===== config.mk =====
export PLATFORM = sky130hd
export DESIGN_NAME = onehot_prio_mux_flat
export DESIGN_NICKNAME = d
export VERILOG_FILES = /design/src/rtl/onehot_prio_mux_pkg.sv /design/src/rtl/onehot_prio_mux_if.sv /design/src/rtl/ohm_andor_mux.sv /design/src/rtl/onehot_prio_mux.sv /design/src/flat_wrapper.sv
export SDC_FILE = /design/constraint.sdc
export NUM_CORES = 1
export LEC_CHECK = 0
export BUFFER_PORTS_ARGS = -buffer_cell sky130_fd_sc_hd__buf_2
export CORE_AREA = 2 2 78 80
export DETAILED_ROUTE_END_ITERATION = 10
export DIE_AREA = 0 0 80 82
export HOLD_SLACK_MARGIN = 0.15
export SETUP_SLACK_MARGIN = 0.05
export SLEW_MARGIN = 20
export SYNTH_ARGS = -nofsm -noshare
export SYNTH_HDL_FRONTEND = slang
export SYNTH_SLANG_ARGS = --single-unit

===== constraint.sdc =====
create_clock -name clk -period 0.9 [get_ports clk]
set_input_delay 0.135 -clock clk [delete_from_list [all_inputs] [get_ports clk]]
set_output_delay 0.135 -clock clk [all_outputs]
set_load 0.05 [all_outputs]

===== src/rtl/onehot_prio_mux_pkg.sv =====
// Shared helpers for the one-hot priority mux.
//   port_vec_t      : widest requester vector the helper handles (MaxPorts bits)
//   lowest_set_bit  : isolates the lowest set bit of a vector (zero in, zero out)
package onehot_prio_mux_pkg;

  localparam int unsigned MaxPorts = 256;

  typedef logic [MaxPorts-1:0] port_vec_t;

  // Zero-extension leaves the lowest set bit in place, so callers may widen,
  // call, then truncate back to their own width.
  function automatic port_vec_t lowest_set_bit(input port_vec_t vec);
    return vec & ~(vec - port_vec_t'(1));
  endfunction

endpackage


===== src/rtl/onehot_prio_mux_if.sv =====
// Bus bundle between N masters' request side and the shared slave port.
//   req    : per-requester request          adv   : advance registered grant
//   a_in   : address-phase payloads         a_out : selected address payload
//   d_in   : data-phase payloads            d_out : data payload selected by gnt_d
//   gnt    : combinational grant            gnt_d : registered grant
//   lock   : grant lock (only when ONEHOT_PRIO_MUX_LOCK_EN is defined)
// master drives the requests and payloads; slave is the mux itself.
interface onehot_prio_mux_if #(
  parameter int unsigned N_PORTS = 2,
  parameter int unsigned W_DATA  = 32
);
  logic [N_PORTS-1:0]        req;
  logic                      adv;
  logic [N_PORTS*W_DATA-1:0] a_in;
  logic [W_DATA-1:0]         a_out;
  logic [N_PORTS-1:0]        gnt;
  logic [N_PORTS-1:0]        gnt_d;
  logic [N_PORTS*W_DATA-1:0] d_in;
  logic [W_DATA-1:0]         d_out;
`ifdef ONEHOT_PRIO_MUX_LOCK_EN
  logic                      lock;

  modport master (output req, adv, a_in, d_in, lock, input a_out, gnt, gnt_d, d_out);
  modport slave  (input req, adv, a_in, d_in, lock, output a_out, gnt, gnt_d, d_out);
`else
  modport master (output req, adv, a_in, d_in, input a_out, gnt, gnt_d, d_out);
  modport slave  (input req, adv, a_in, d_in, output a_out, gnt, gnt_d, d_out);
`endif

endinterface


===== src/rtl/ohm_andor_mux.sv =====
// Combinational one-hot AND-OR mux.
//   in  : N_INPUTS slices of W_INPUT bits, slice i = in[i*W_INPUT +: W_INPUT]
//   sel : select vector; zero gives zero, multi-hot ORs the selected slices
//   out : selected payload
module ohm_andor_mux #(
  parameter int unsigned W_INPUT  = 32,
  parameter int unsigned N_INPUTS = 2
) (
  input  logic [N_INPUTS*W_INPUT-1:0] in,
  input  logic [N_INPUTS-1:0]         sel,
  output logic [W_INPUT-1:0]          out
);

  always_comb begin
    out = '0;
    for (int i = 0; i < int'(N_INPUTS); i++) begin
      out = out | ({W_INPUT{sel[i]}} & in[i*W_INPUT +: W_INPUT]);
    end
  end

endmodule


===== src/rtl/onehot_prio_mux.sv =====
// Strict-priority requester select with one-hot AND-OR payload muxing.
// Lowest-index unmasked requester wins; its address payload passes through
// combinationally. A registered copy of the grant (gnt_d) steers the data-phase mux.
//   clk, rst_n : clock, asynchronous active-low reset (clears gnt_d only)
//   bus        : onehot_prio_mux_if slave modport (req/adv/a_in/d_in in,
//                a_out/gnt/gnt_d/d_out out, lock in when enabled)
// Optional feature macro: ONEHOT_PRIO_MUX_LOCK_EN adds bus.lock, which keeps the
// registered grant in place while its requester is still asking.
module onehot_prio_mux
  import onehot_prio_mux_pkg::*;
#(
  parameter int unsigned        N_PORTS   = 2,
  parameter int unsigned        W_DATA    = 32,
  parameter logic [N_PORTS-1:0] CONN_MASK = {N_PORTS{1'b1}}
) (
  input logic             clk,
  input logic             rst_n,
  onehot_prio_mux_if.slave bus
);

  logic [N_PORTS-1:0] mreq;
  logic [N_PORTS-1:0] gnt_prio;
  logic [N_PORTS-1:0] gnt;
  logic [N_PORTS-1:0] gnt_d_q;

  assign mreq     = bus.req & CONN_MASK;
  assign gnt_prio = N_PORTS'(lowest_set_bit(port_vec_t'(mreq)));

`ifdef ONEHOT_PRIO_MUX_LOCK_EN
  // A locked holder outranks lower indices only while it is still requesting.
  always_comb begin
    gnt = gnt_prio;
    if (bus.lock && (|(gnt_d_q & mreq))) begin
      gnt = gnt_d_q;
    end
  end
`else
  assign gnt = gnt_prio;
`endif

  always_ff @(posedge clk or negedge rst_n) begin
    if (!rst_n) begin
      gnt_d_q <= '0;
    end else if (bus.adv) begin
      gnt_d_q <= gnt;
    end
  end

  assign bus.gnt   = gnt;
  assign bus.gnt_d = gnt_d_q;

  ohm_andor_mux #(
    .W_INPUT  (W_DATA),
    .N_INPUTS (N_PORTS)
  ) u_a_mux (
    .in  (bus.a_in),
    .sel (gnt),
    .out (bus.a_out)
  );

  ohm_andor_mux #(
    .W_INPUT  (W_DATA),
    .N_INPUTS (N_PORTS)
  ) u_d_mux (
    .in  (bus.d_in),
    .sel (gnt_d_q),
    .out (bus.d_out)
  );

endmodule


===== src/flat_wrapper.sv =====
// flat-port wrapper written by rule: the top's interface ports become plain ports
module onehot_prio_mux_flat import onehot_prio_mux_pkg::*;
#(
  parameter int unsigned        N_PORTS   = 2,
  parameter int unsigned        W_DATA    = 32,
  parameter logic [N_PORTS-1:0] CONN_MASK = {N_PORTS{1'b1}}
)
  (clk, rst_n, bus_req, bus_adv, bus_a_in, bus_d_in, bus_a_out, bus_gnt, bus_gnt_d, bus_d_out);
  onehot_prio_mux_if #(.N_PORTS(N_PORTS), .W_DATA(W_DATA)) bus_i ();
  input logic clk;
  input logic rst_n;
  input wire logic [$bits(bus_i.req)-1:0] bus_req;
  input wire logic [$bits(bus_i.adv)-1:0] bus_adv;
  input wire logic [$bits(bus_i.a_in)-1:0] bus_a_in;
  input wire logic [$bits(bus_i.d_in)-1:0] bus_d_in;
  output wire logic [$bits(bus_i.a_out)-1:0] bus_a_out;
  output wire logic [$bits(bus_i.gnt)-1:0] bus_gnt;
  output wire logic [$bits(bus_i.gnt_d)-1:0] bus_gnt_d;
  output wire logic [$bits(bus_i.d_out)-1:0] bus_d_out;
  assign bus_i.req = bus_req;
  assign bus_i.adv = bus_adv;
  assign bus_i.a_in = bus_a_in;
  assign bus_i.d_in = bus_d_in;
  assign bus_a_out = bus_i.a_out;
  assign bus_gnt = bus_i.gnt;
  assign bus_gnt_d = bus_i.gnt_d;
  assign bus_d_out = bus_i.d_out;
  onehot_prio_mux #(.N_PORTS(N_PORTS), .W_DATA(W_DATA), .CONN_MASK(CONN_MASK)) u_core (.clk(clk), .rst_n(rst_n), .bus(bus_i));
endmodule

==> out/metrics.yaml, run 1 <==
synthesis:
  ys_ff_latch: 2
  synth_flop_cell: "dfrtp_1"
  netlist_area_mm2: 0.00101
  synth_area_leaders: "a22o_1, nand2_1, o21ai_2, buf_6, dfrtp_1"
  syn_avg_cell_area_um2: 6.71
  netlist.area_leader.share: 0.287
  syn_nets: 283
  synth_largest_area_cell: "a22o_1"
  ys_top_cells_by_count: "nand2_1, a22o_1, o21ai_2"
  ys_types: 13
  synthArstFlopShare: 1.00
  yosys_warnings: 0
  ys_seq_area_frac: 0.0497
  synth.most_common_cell: "nand2_1"
  synth_edf_count: 0
  synth_cells: 150
finish:
  multi_input_area_mm2: 0.00148
  area_growth_pct: 265
  antenna_cells: 0
  fillers: 457
  seqCellArea_um2: 52.6
  largest_reg_flops: 2
  nets: 501
  drive_above_1_share: 0.932
sta:
  fmax_mhz: 735
  final_hold_viol_count: 0
  period_minus_slack_ns: 1.36
  setup_slack_ns: -0.461
  worst_pin_slew_ns: 0.247
  rsz0062_at_grt: "yes"
  final_max_slew_viol_count: 0
  period_share: 1.51
  setup_viol: 69
  slew_headroom: 0.836
  skew_ns: 0
power:
  vdd_drop_max_mv: 0.730
  p_per_area_mw_per_mm2: 1010
  power.leakage_nw: 1.83
  power.total_mw: 3.73
die:
  num_rows: 28
  ioPinCount: 201
  core_area_mm2: 0.00575
  fp.dieH_um: 82
  die_area_mm2: 0.00656
  start_util: 0.175
  fp.dieW_um: 80
global_routing:
  grt_pass1_wl_mm: 8.80
  overflow: 0
  grt_max_degree: 24
  antenna_found_initial: 0
  grt_pass1_vias: 1919
  grt_use_total: 0.166
cts:
  h-tree-depth: 1
  numCtsBuffers: 3
  cts_buffer_depth: 2
  cts.sinks: 2
  cts_tree: "built"
  cts-root-buf: "clkbuf_8"
  clock_latency_ns: 0.21
  clk_transition_reported_paths_ns: 0.03
min_path:
  hold_path_class: "primary input to flop"
detailed_routing:
  routed_wl_mm: 6.27
  avgRoutedWirePerCell_um: 14.2
  num_vias: 1980
  drc: 0
  drt-pass1-iter-count: 4
  dr.first_iter.drc_count: 25
  ant_nets: 0
  vias_per_cell: 4.49
placement:
  dp_hpwl_mm: 4.59
  portBuffers: 200
  gp_congestion: 0.685
  pre_cts_ws_ns: -0.304
setup_path:
  critical-path-top-delay-family: "flip-flops"
  worstPathArrival_ns: 1.23
  critPathMaxFanout: 23
  crit_path_start_kind: "flop"
  max_stage_delay_ns: 0.42
  worstSetupPathType: "flop to output port"
  end_kind: "output port"
  path_cells: "buf_12, a22o_4, buf_6"
  worst_ep_required_time_ns: 0.76
  crit_buf_inv: 2
  slowest_stage: "dfrtp_2"
run:
  cap_violations: 0
run_status:
  violations: "setup timing"
  status: "finished, violations left"
[cells in the final DEF, fill, tap and decap left out, drive strengths merged]
cell type / instances
mux2: 2
nand2: 62
a22o: 33
dlygate4sd3: 1
clkbuf: 3
o21ai: 31
dfrtp: 2
buf: 231
nor2b: 1
[power by group]
group / switching, mW / total (mW) / internal [mW]
combinational: 1.81 / 3.26 / 1.46
sequential: 0.0131 / 0.114 / 0.101
clock: 0.0673 / 0.350 / 0.283
total: 1.89 / 3.73 / 1.84
[path summary, 6_finish.rpt]
kind | startpoint | to | slack [ns] | depth (start not counted)
max in group asynchronous | rst_n | u_core.bus.gnt_d[1] | 0.50 | 2
worst min register to register | u_core.bus.gnt_d[1] | u_core.bus.gnt_d[1] | 0.74 | 2
worst max-delay path | u_core.bus.gnt_d[0] | bus_d_out[0] | -0.46 | 3
min in group asynchronous | rst_n | u_core.bus.gnt_d[0] | 0.29 | 2
worst min-delay path | bus_adv | u_core.bus.gnt_d[1] | 0.21 | 2
worst max register to register | u_core.bus.gnt_d[1] | u_core.bus.gnt_d[1] | -0.07 | 2
[worst register-to-register path, stage by stage, from the launching register on]
cell	delay, ns
dfrtp_2	0.43
buf_12	0.16
mux2_4	0.26
[final cells by class]
| class | instances | area share |
|---|---|---|
| Tap cell | 75 | 0.0255 |
| Clock buffer | 3 | 0.0112 |
| Multi-Input combinational cell | 129 | 0.404 |
| Timing Repair Buffer | 232 | 0.545 |
| Sequential cell | 2 | 0.0143 |
[through the flow]
| stage | instances | setup TNS [ns] | instance area, um^2 | utilization | hold slack [ns] |
|---|---|---|---|---|---|
| after floorplan | 150 | -11.75 | 1620 | - | -0.161 |
| after global placement | 424 | -14.43 | 2700 | 0.469 | -0.0783 |
| after detailed placement | 424 | -15.07 | 2700 | 0.469 | -0.0736 |
| after CTS | 443 | -17.22 | 3640 | 0.634 | 0.205 |
| after global routing | 441 | -18.10 | 3670 | 0.639 | 0.210 |
| final | 441 | -16.52 | 3670 | 0.639 | 0.209 |
[logic make-up (layout without fill, tap and decap cells)]
group	Yosys count	after routing	synth area share
AO/OA/AOI/OAI	64	64	0.519
AND/OR/NAND/NOR	63	63	0.245
buffers and inverters	19	235	0.160
multiplexers	2	2	0.0261
flip-flops	2	2	0.0497
[per-layer routing]
metal | track usage | wire (um)
met5 | 0 | 0
met3 | 0.0330 | 513
met1 | 0.177 | 2070
met2 | 0.336 | 3580
met4 | 0.0339 | 100
[what timing repair did]
action / in CTS / in global routing
setup endpoints to repair: 70 / 69
pin swaps: 10 / 8
setup buffers: 11 / 1
gates resized for setup: 214 / 22
endpoints found under the hold margin: 2 / 0
gates cloned: 5 / 0
hold buffers: 1 / 0
No activity file was read; power rests on OpenSTA's default activity.
==> run 2, diff against run 1 <==
--- a/config.mk
+++ b/config.mk
@@ -10,6 +10,7 @@
 export DETAILED_ROUTE_END_ITERATION = 10
 export DIE_AREA = 0 0 80 82
 export HOLD_SLACK_MARGIN = 0.15
+export PLACE_DENSITY = 0.71
 export SETUP_SLACK_MARGIN = 0.05
 export SLEW_MARGIN = 20
 export SYNTH_ARGS = -nofsm -noshare
==> out/metrics.yaml, run 2 (synthesized netlist as in run 1, its figures left out) <==
run_status:
  status: "finished, violations left"
  violations: "setup timing"
detailed_routing:
  dr.first_iter.drc_count: 29
  ant_nets: 0
  avgRoutedWirePerCell_um: 15.6
  vias_per_cell: 4.65
  drt-pass1-iter-count: 4
  drc: 0
  routed_wl_mm: 7.03
  num_vias: 2094
finish:
  antenna_cells: 0
  layout_commonest_cell: "buf_2"
  largest_reg_flops: 2
  drive_above_1_share: 0.965
  area_growth_pct: 300
  nets: 510
  layout_common_cells: "buf_2, buf_6, a22o_4, nand2_4, o21ai_4"
  instances_no_fill: 450
  fillers: 412
die:
  num_rows: 28
  die_area_mm2: 0.00656
  fp.dieH_um: 82
  start_util: 0.175
  ioPinCount: 201
  core_area_mm2: 0.00575
  fp.dieW_um: 80
setup_path:
  worstPathArrival_ns: 1.23
  path_cells: "buf_12, a22o_4, buf_6"
  crit_path_start: "u_core.bus.gnt_d[0]"
  timing.rr.start: "u_core.bus.gnt_d[0]"
  crit_buf_inv: 2
  slowest_stage: "dfrtp_2"
  critical-path-top-delay-family: "flip-flops"
  end_kind: "output port"
  crit_path_start_kind: "flop"
  worst_ep_required_time_ns: 0.76
  max_stage_delay_ns: 0.41
  critPathMaxFanout: 25
  worstSetupPathType: "flop to output port"
cts:
  cts_tree: "built"
  clk_transition_reported_paths_ns: 0.03
  numCtsBuffers: 3
  h-tree-depth: 1
  cts_buffer_depth: 2
  cts.sinks: 2
  cts-root-buf: "clkbuf_8"
  clock_latency_ns: 0.21
global_routing:
  grt_use_total: 0.184
  grt_pass1_wl_mm: 9.66
  antenna_found_initial: 0
  overflow: 0
  grt_pass1_vias: 2120
  grt_max_degree: 26
placement:
  dpl.cell_count: 419
  gp_congestion: 0.701
  dp_hpwl_mm: 4.40
  portBuffers: 200
  pre_cts_ws_ns: -0.288
sta:
  final_hold_viol_count: 0
  period_share: 1.52
  setup_slack_ns: -0.466
  skew_ns: 0
  final_max_slew_viol_count: 0
  setup_viol: 65
  slew_headroom: 0.833
  fmax_mhz: 732
  rsz0062_at_grt: "yes"
  worst_pin_slew_ns: 0.252
  hold_slack_ns: 0.211
  period_minus_slack_ns: 1.37
power:
  power.leakage_nw: 2.05
  vdd_drop_max_mv: 0.797
  p_per_area_mw_per_mm2: 976
run:
  cap_violations: 0
min_path:
  worstHoldStart: "bus_adv"
  hold_path_class: "primary input to flop"
run 2: final cells by class:
cell class,count,area (um^2),share of cell area
clock buffers,3,41.3,0.0103
multi-input cells,129,1630,0.405
well taps,75,93.8,0.0233
repair buffers,241,2210,0.548
flip-flops and latches,2,52.6,0.0130
run 2: worst paths after layout:
| check | to | slack, ns | depth (start not counted) |
|---|---|---|---|
| setup / recovery | bus_d_out[13] | -0.47 | 3 |
| hold / removal | u_core.bus.gnt_d[1] | 0.21 | 2 |
| setup reg to reg | u_core.bus.gnt_d[0] | -0.06 | 2 |
| hold reg to reg | u_core.bus.gnt_d[1] | 0.73 | 2 |
| max in group asynchronous | u_core.bus.gnt_d[1] | 0.50 | 2 |
| min in group asynchronous | u_core.bus.gnt_d[0] | 0.29 | 2 |
run 2: per-layer routing:
metal  wire length [um]  track usage
met1               2520        0.207
met2               3990        0.367
met3                419       0.0220
met5                  0            0
met4                101       0.0441
run 2: what timing repair did:
item | 4_1_cts | 5_1_grt
gates cloned | 10 | 0
pin swaps | 23 | 18
hold endpoints to repair | 2 | 0
resized for setup | 237 | 29
buffers inserted | 14 | 5
hold buffers | 1 | 0
setup endpoints to repair | 70 | 69
run 2: where the power goes:
group / switching [mW] / internal, mW
combinational: 1.90 / 1.56
sequential: 0.0103 / 0.101
clock: 0.0755 / 0.283
run 2: metrics by stage:
step	instance area [um^2]	setup TNS, ns	power, mW	util
finish	4030	-16.69	3.93	0.701
global route	4030	-18.36	4.08	0.701
CTS	3910	-16.64	3.86	0.680
detailed placement	2670	-15.82	2.66	0.465
global placement	2670	-15.06	2.63	0.465
floorplan	1620	-11.75	2.07	-
==> run 3, diff against run 2 <==
--- a/config.mk
+++ b/config.mk
@@ -6,11 +6,11 @@
 export NUM_CORES = 1
 export LEC_CHECK = 0
 export BUFFER_PORTS_ARGS = -buffer_cell sky130_fd_sc_hd__buf_2
-export CORE_AREA = 2 2 78 80
+export CORE_AREA = 2 2 77 79
 export DETAILED_ROUTE_END_ITERATION = 10
-export DIE_AREA = 0 0 80 82
+export DIE_AREA = 0 0 79 81
 export HOLD_SLACK_MARGIN = 0.15
-export PLACE_DENSITY = 0.71
+export PLACE_DENSITY = 0.7
 export SETUP_SLACK_MARGIN = 0.05
 export SLEW_MARGIN = 20
 export SYNTH_ARGS = -nofsm -noshare
==> constraint.sdc (replaced) <==
create_clock -name clk -period 1.41 [get_ports clk]
set_input_delay 0.2115 -clock clk [delete_from_list [all_inputs] [get_ports clk]]
set_output_delay 0.2115 -clock clk [all_outputs]
set_load 0.05 [all_outputs]
==> out/metrics.yaml, run 3 (synthesized netlist as in run 1, its figures left out) <==
finish:
  drive_above_1_share: 0.784
  layout_commonest_cell: "buf_2"
  nets: 478
  utilization: 0.446
  final_cell_area_mm2: 0.00253
  instances_no_fill: 418
  area_growth_pct: 151
  antenna_cells: 0
  largest_reg_flops: 2
  layout_common_cells: "buf_2, nand2_1, buf_6"
sta:
  worst_pin_slew_ns: 0.256
  period_minus_slack_ns: 1.48
  skew_ns: 0
  final_max_slew_viol_count: 0
  setup_viol: 32
  final_hold_viol_count: 0
  setup_slack_ns: -0.0666
  fin_setup_tns_ns: -1.02
  period_share: 1.05
  fmax_mhz: 677
  slew_headroom: 0.830
  rsz0062_at_grt: "yes"
  hold_slack_ns: 0.287
detailed_routing:
  dr.first_iter.drc_count: 34
  ant_nets: 0
  routed_wl_mm: 5.22
  drc: 0
  avgRoutedWirePerCell_um: 12.5
  drt-pass1-iter-count: 4
  num_vias: 1871
  vias_per_cell: 4.48
run:
  cap_violations: 0
setup_path:
  worstPathArrival_ns: 1.27
  end_kind: "output port"
  slowest_stage: "dfrtp_2"
  cp_common_cell: "buf_12"
  max_stage_delay_ns: 0.42
  critPathMaxFanout: 32
  critical-path-top-delay-family: "flip-flops"
  worst_ep_required_time_ns: 1.20
  crit_buf_inv: 2
  crit_path_start_kind: "flop"
  worstSetupPathType: "flop to output port"
  path_cells: "buf_12, a22o_2, buf_12"
placement:
  portBuffers: 200
  pre_cts_ws_ns: 0.0871
  dpl.cell_count: 413
  dpl_cell_area_mm2: 0.00227
  gp_congestion: 0.830
  dp_hpwl_mm: 4.08
power:
  vdd_drop_max_mv: 0.515
  power.leakage_nw: 1.43
  p_per_area_mw_per_mm2: 765
  power.total_mw: 1.94
die:
  fp.dieW_um: 79
  num_rows: 28
  core_area_mm2: 0.00568
  ioPinCount: 201
  fp.dieH_um: 81
  die_area_mm2: 0.00640
  start_util: 0.177
global_routing:
  grt_max_degree: 52
  antenna_found_initial: 0
  overflow: 0
  grt_pass1_wl_mm: 6.93
  grt_use_total: 0.135
  grt_pass1_vias: 1569
cts:
  cts.sinks: 2
  clock_latency_ns: 0.21
  numCtsBuffers: 3
  cts-root-buf: "clkbuf_8"
  clk_transition_reported_paths_ns: 0.03
  h-tree-depth: 1
  cts_buffer_depth: 2
  cts_tree: "built"
run_status:
  status: "finished, violations left"
  violations: "setup timing"
min_path:
  hold_path_class: "primary input to flop"
==> run 3: cell types whose count changed in the layout (fill, tap and decap cells not counted), moves of 5 or more <==
cell	before	now
nand2_1	12	62
buf_6	76	30
buf_2	131	167
nand2_4	32	0
buf_12	11	6
buf_16	12	0
buf_8	8	0
a22o_4	32	20
nand2_2	18	0
o21ai_1	0	10
a22o_2	1	12
o21ai_4	31	0
o21ai_2	0	21
==> run 3: metal layers <==
layer  track usage  up-vias  wire [um]
met3        0.0233        4        521
met4        0.0310        0         36
li1              -      922          -
met1         0.142      829       1850
met2         0.275      116       2810
met5             0        -          0
==> run 3: worst reg2reg max path, delay by kind of cell (launching register included) <==
kind | cells | cell delay, ns
multiplexers | 1 | 0.26
buffers and inverters | 1 | 0.17
flip-flops | 1 | 0.41
==> run 3: report_power, final <==
part	switching, mW	internal (mW)
sequential	0.00623	0.0644
combinational	1.00	0.632
clock	0.0523	0.181
==> run 3: what timing repair did <==
action / 4_1_cts / 5_1_grt
hold buffers: 1 / 0
gates resized for setup: 60 / 1
endpoints found under the hold margin: 2 / 0
setup buffers: 0 / 0
endpoints found under the setup margin: 32 / 57
cloned: 0 / 1
==> run 3: layout make-up <==
cell class / count / area (um^2)
timing repair buffer: 209 / 1360
sequential: 2 / 52.6
tap: 75 / 93.8
fill: 549 / 3140
clock buffer: 3 / 41.3
multi-input combinational: 129 / 986
==> run 3: final timing paths <==
check                                         start             endpoint  slack [ns]  depth (start not counted)
max in group asynchronous                     rst_n  u_core.bus.gnt_d[0]        0.99                          2
min in group asynchronous                     rst_n  u_core.bus.gnt_d[1]        0.31                          2
worst min register to register  u_core.bus.gnt_d[0]  u_core.bus.gnt_d[0]        0.56                          1
worst max-delay path            u_core.bus.gnt_d[0]        bus_d_out[30]       -0.07                          3
worst max register to register  u_core.bus.gnt_d[1]  u_core.bus.gnt_d[1]        0.45                          2
worst min-delay path                        bus_adv  u_core.bus.gnt_d[1]        0.29                          2
